===== src/rtl/video_timing_gen.sv =====
// rtl/video_timing_gen.sv - raster timing generator (sync, active flag, coordinates, line/frame pulses).
// Optional line-compare interrupt is built only when VTG_LINE_IRQ_EN is defined.
module video_timing_gen #(
  parameter int   H_ACTIVE = 848,
  parameter int   H_FP     = 16,
  parameter int   H_SYNC   = 112,
  parameter int   H_BP     = 112,
  parameter int   V_ACTIVE = 480,
  parameter int   V_FP     = 6,
  parameter int   V_SYNC   = 8,
  parameter int   V_BP     = 23,
  parameter logic HS_POL   = 1'b0,
  parameter logic VS_POL   = 1'b0,
  parameter int   HW       = 11,
  parameter int   VW       = 10
) (
  input  logic          clk,
  input  logic          rst_n,
  input  logic          pix_en,
`ifdef VTG_LINE_IRQ_EN
  input  logic [VW-1:0] line_cmp,
  output logic          line_irq,
`endif
  output logic          hsync,
  output logic          vsync,
  output logic          disp_en,
  output logic [HW-1:0] x,
  output logic [VW-1:0] y,
  output logic          line_start,
  output logic          frame_start
);

  localparam int H_TOTAL = H_ACTIVE + H_FP + H_SYNC + H_BP;
  localparam int V_TOTAL = V_ACTIVE + V_FP + V_SYNC + V_BP;

  localparam logic [HW-1:0] H_ACT_END = HW'(H_ACTIVE);
  localparam logic [HW-1:0] H_SYNC_S  = HW'(H_ACTIVE + H_FP);
  localparam logic [HW-1:0] H_SYNC_E  = HW'(H_ACTIVE + H_FP + H_SYNC);
  localparam logic [HW-1:0] H_LAST    = HW'(H_TOTAL - 1);
  localparam logic [VW-1:0] V_ACT_END = VW'(V_ACTIVE);
  localparam logic [VW-1:0] V_SYNC_S  = VW'(V_ACTIVE + V_FP);
  localparam logic [VW-1:0] V_SYNC_E  = VW'(V_ACTIVE + V_FP + V_SYNC);
  localparam logic [VW-1:0] V_LAST    = VW'(V_TOTAL - 1);

  logic [HW-1:0] r_cnt_h;
  logic [VW-1:0] r_cnt_v;
  logic          r_hsync;
  logic          r_vsync;
  logic          r_disp_en;
  logic [HW-1:0] r_x;
  logic [VW-1:0] r_y;
  logic          r_line_start;
  logic          r_frame_start;

  logic w_h_last;
  logic w_v_last;
  logic w_hs_act;
  logic w_vs_act;
  logic w_active;

  assign w_h_last = (r_cnt_h == H_LAST);
  assign w_v_last = (r_cnt_v == V_LAST);
  assign w_hs_act = (r_cnt_h >= H_SYNC_S) && (r_cnt_h < H_SYNC_E);
  assign w_vs_act = (r_cnt_v >= V_SYNC_S) && (r_cnt_v < V_SYNC_E);
  assign w_active = (r_cnt_h < H_ACT_END) && (r_cnt_v < V_ACT_END);

  always_ff @(posedge clk or negedge rst_n) begin
    if (!rst_n) begin
      r_cnt_h <= '0;
      r_cnt_v <= '0;
    end else if (pix_en) begin
      if (w_h_last) begin
        r_cnt_h <= '0;
        r_cnt_v <= w_v_last ? '0 : r_cnt_v + 1'b1;
      end else begin
        r_cnt_h <= r_cnt_h + 1'b1;
      end
    end
  end

  // Outputs are decoded from the pre-advance counters, so they lag by one enabled edge.
  always_ff @(posedge clk or negedge rst_n) begin
    if (!rst_n) begin
      r_hsync       <= ~HS_POL;
      r_vsync       <= ~VS_POL;
      r_disp_en     <= 1'b0;
      r_x           <= '0;
      r_y           <= '0;
      r_line_start  <= 1'b0;
      r_frame_start <= 1'b0;
    end else if (pix_en) begin
      r_hsync       <= w_hs_act ? HS_POL : ~HS_POL;
      r_vsync       <= w_vs_act ? VS_POL : ~VS_POL;
      r_disp_en     <= w_active;
      r_line_start  <= (r_cnt_h == '0);
      r_frame_start <= (r_cnt_h == '0) && (r_cnt_v == '0);
      if (w_active) begin
        r_x <= r_cnt_h;
        r_y <= r_cnt_v;
      end
    end
  end

`ifdef VTG_LINE_IRQ_EN
  logic r_line_irq;

  always_ff @(posedge clk or negedge rst_n) begin
    if (!rst_n) begin
      r_line_irq <= 1'b0;
    end else if (pix_en) begin
      r_line_irq <= (r_cnt_v == line_cmp) && (r_cnt_h == H_ACT_END);
    end
  end

  assign line_irq = r_line_irq;
`endif

  assign hsync       = r_hsync;
  assign vsync       = r_vsync;
  assign disp_en     = r_disp_en;
  assign x           = r_x;
  assign y           = r_y;
  assign line_start  = r_line_start;
  assign frame_start = r_frame_start;

endmodule


===== config.mk =====
export PLATFORM = sky130hd
export DESIGN_NAME = video_timing_gen
export DESIGN_NICKNAME = d
export VERILOG_FILES = /design/src/rtl/video_timing_gen.sv
export SDC_FILE = /design/constraint.sdc
export NUM_CORES = 1
export LEC_CHECK = 0
export CAP_MARGIN = 40
export CORE_MARGIN = 10
export CORE_UTILIZATION = 48
export DETAILED_ROUTE_END_ITERATION = 6
export PLACE_DENSITY_LB_ADDON = 0.15
export SKIP_CTS_REPAIR_TIMING = 1
export SYNTH_ARGS = -nofsm -noshare
export SYNTH_HDL_FRONTEND = slang
export SYNTH_SLANG_ARGS = --single-unit

===== constraint.sdc =====
create_clock -name clk -period 2.38 [get_ports clk]
set_input_delay 0.714 -clock clk [delete_from_list [all_inputs] [get_ports clk]]
set_output_delay 0.714 -clock clk [all_outputs]
set_load 0.02 [all_outputs]

==> impl_metrics.yaml <==
route:
  wl_per_cell_um: 16.7
  ant_nets: 0
  num_vias: 1542
  drt_first_pass_iters: 4
  viasPerCell: 5.67
  drc: 0
  detail_route.iter0.violations: 131
  routed_wl_um: 4550
sta:
  fin_hold_ws_ps: 393
  fin_tns_setup_ps: 0
  slew_viol_final: 0
  setup_viol: 0
  clock_skew_ps: 5.67
  finalHoldViolations: 0
  clock.fmax_mhz: 464
  worst_slew_pin_slew_ps: 541
  fin_crit_ps: 2160
  post-route-period-util: 0.906
  rsz0062_at_grt: "no"
  slew_headroom: 0.640
global_routing:
  antenna_found_initial: 0
  grt_overflow: 0
  grt_pass1_vias: 1586
  grt_pass1_wl_um: 7850
  grt_usage: 0.127
  met3_usage: 0.0371
  top_usage_layer: "met2"
  grt_use_met1: 0.166
  grt_max_degree: 25
  met2_usage: 0.190
setup_path:
  crit_path_start_kind: "flip-flop"
  endpoint_kind: "output pin"
  crit_fanout: 2
  worst-path-buf-inv: 1
  critPathMaxStageDelay_ps: 600
  ff2ff_setup_slack_ps: 320
  cp.arrival_ps: 1440
  path_delay_family: "buffers and inverters"
  worstPathCellList: "clkdlybuf4s50_1"
  critPathSlowestCell: "clkdlybuf4s50_1"
  crit_required_ps: 1670
  crit_type: "reg2out"
die:
  start_util: 0.505
  die_width_um: 88.2
  die_h_um: 88.2
  die_area_um2: 7770
  core_area_um2: 4410
  pin_count: 29
  row_count: 24
clock_network:
  clkSinkCount: 47
  cts_tree: "yes"
  root_buffer: "clkbuf_8"
  htreeDepth: 2
  clkLatencyLatePin_ps: 300
  clock_path_buffers: 2
  cts_buffers: 5
  cts.clk_slew.worst_paths_ps: 80
layout:
  layout-drive-gt1-share: 0.191
  synthToLayoutAreaGrowth_pct: 22.4
  num-nets-final: 227
  num_antenna_cells: 0
  stdcell_count: 272
pwr:
  p_per_area_nw_per_um2: 705
  peakVddDrop_v: 0.000522
  power_leakage_nw: 1.22
  power.total_mw: 1.93
synth:
  yosysWarnings: 0
  avgSynthCellArea_um2: 12.3
  syn_area_um2: 2230
  syn_inst: 182
  seq_area_frac_synth: 0.529
  synth_fp_nets: 190
  synth.distinct_cells: 44
  ys_ff_latch: 47
place:
  place.gp.congestion: 0.905
  dp_cells: 264
  dp.final_hpwl_um: 3320
  portBuffers: 28
worst_hold_path:
  holdCritPathClass: "in2async"
flow_run:
  maxCapViolCount: 0
run_status:
  outcome: "finished, final reports clean"
[cells in the mapped netlist, drive strengths merged]
library cell,n,area [um2]
dfrtp,45,1130
mux2,20,289
nand2,12,45.0
xnor2,11,96.3
nand4,8,50.1
o21ai,8,40.0
and3,7,43.8
inv,7,26.3
a21oi,6,30.0
nand3,6,30.0
clkbuf,5,18.8
ha,5,62.6
nor2,5,18.8
nor4,5,52.6
buf,4,35.0
a21o,2,15.0
dfstp,2,52.6
nor2b,2,12.5
o311ai,2,17.5
or3,2,12.5
a211o,1,8.76
a311o,1,10.0
a31oi,1,6.26
a32oi,1,8.76
and2,1,6.26
and4,1,8.76
nor3,1,5.00
nor3b,1,7.51
nor4b,1,8.76
o211ai,1,7.51
o21a,1,7.51
o22a,1,8.76
o22ai,1,6.26
o2bb2ai,1,8.76
o311a,1,21.3
or2,1,6.26
or4b,1,10.0
xor2,1,8.76
[final cells by class]
type | instances | area, um2
clock buffers | 7 | 76.3
clock inverters | 1 | 30.0
fillers | 333 | 1680
multi-input cells | 119 | 971
repair buffers | 39 | 383
flip-flops and latches | 47 | 1180
inverters | 7 | 26.3
well taps | 52 | 65.1
[layout by cell type (no fill, tap or decap), drive strengths merged, types with 2 or more instances in the layout]
cell type      instances
nor4                   5
clkdlybuf4s50         27
ha                     5
nand3                  6
o21ai                  8
a21oi                  6
inv                    7
nor2                   5
and3                   7
nand4                  8
or3                    2
nor2b                  2
dfstp                  2
o311ai                 2
clkbuf                 7
a21o                   2
mux2                  20
xnor2                 11
dfrtp                 45
nand2                 12
buf                   12
[final timing paths]
check                           start  depth (start not counted)    endpoint
setup / recovery                vsync                          1       vsync
hold / removal                  rst_n                          1        x[6]
setup reg to reg           r_cnt_v[0]                          6  r_cnt_v[9]
hold reg to reg               disp_en                          1     disp_en
max in group asynchronous       rst_n                          2  r_cnt_v[4]
min in group clk              disp_en                          1     disp_en
[stage by stage]
| stage | worst slack (ps) | util | cell area (um2) |
|---|---|---|---|
| after floorplan | 487 | - | 2230 |
| after global placement | -58.5 | 0.594 | 2620 |
| after CTS | 207 | 0.618 | 2730 |
| after global routing | 150 | 0.618 | 2730 |
| final | 223 | 0.618 | 2730 |
| after detailed placement | -58.1 | 0.594 | 2620 |
[where the power goes]
group | total, mW | switching [mW] | internal (mW)
sequential | 0.989 | 0.106 | 0.883
combinational | 0.366 | 0.168 | 0.199
clock | 0.570 | 0.255 | 0.314
[kinds of logic after synthesis]
group	share of synthesized area
and+or+nand+nor	0.143
DFF	0.529
AOI/OAI and AO/OA	0.0881
muxes	0.130
buffers and inverters	0.0359
xor gates and xnor gates	0.0471
adders and majority gates	0.0281
[sequential cells by signal (all words and copies together), names as in the netlist]
register     flops
disp_en          1
x               11
hsync            1
frame_start      1
r_cnt_v         10
r_cnt_h         11
vsync            1
y               10
line_start       1
[layer usage]
layer / vias to the layer above / share of wire
met5: - / 0
met4: 0 / 0.020
met2: 55 / 0.46
met3: 13 / 0.069
met1: 745 / 0.45
li1: 729 / -
(Power assumes the default switching activity.)
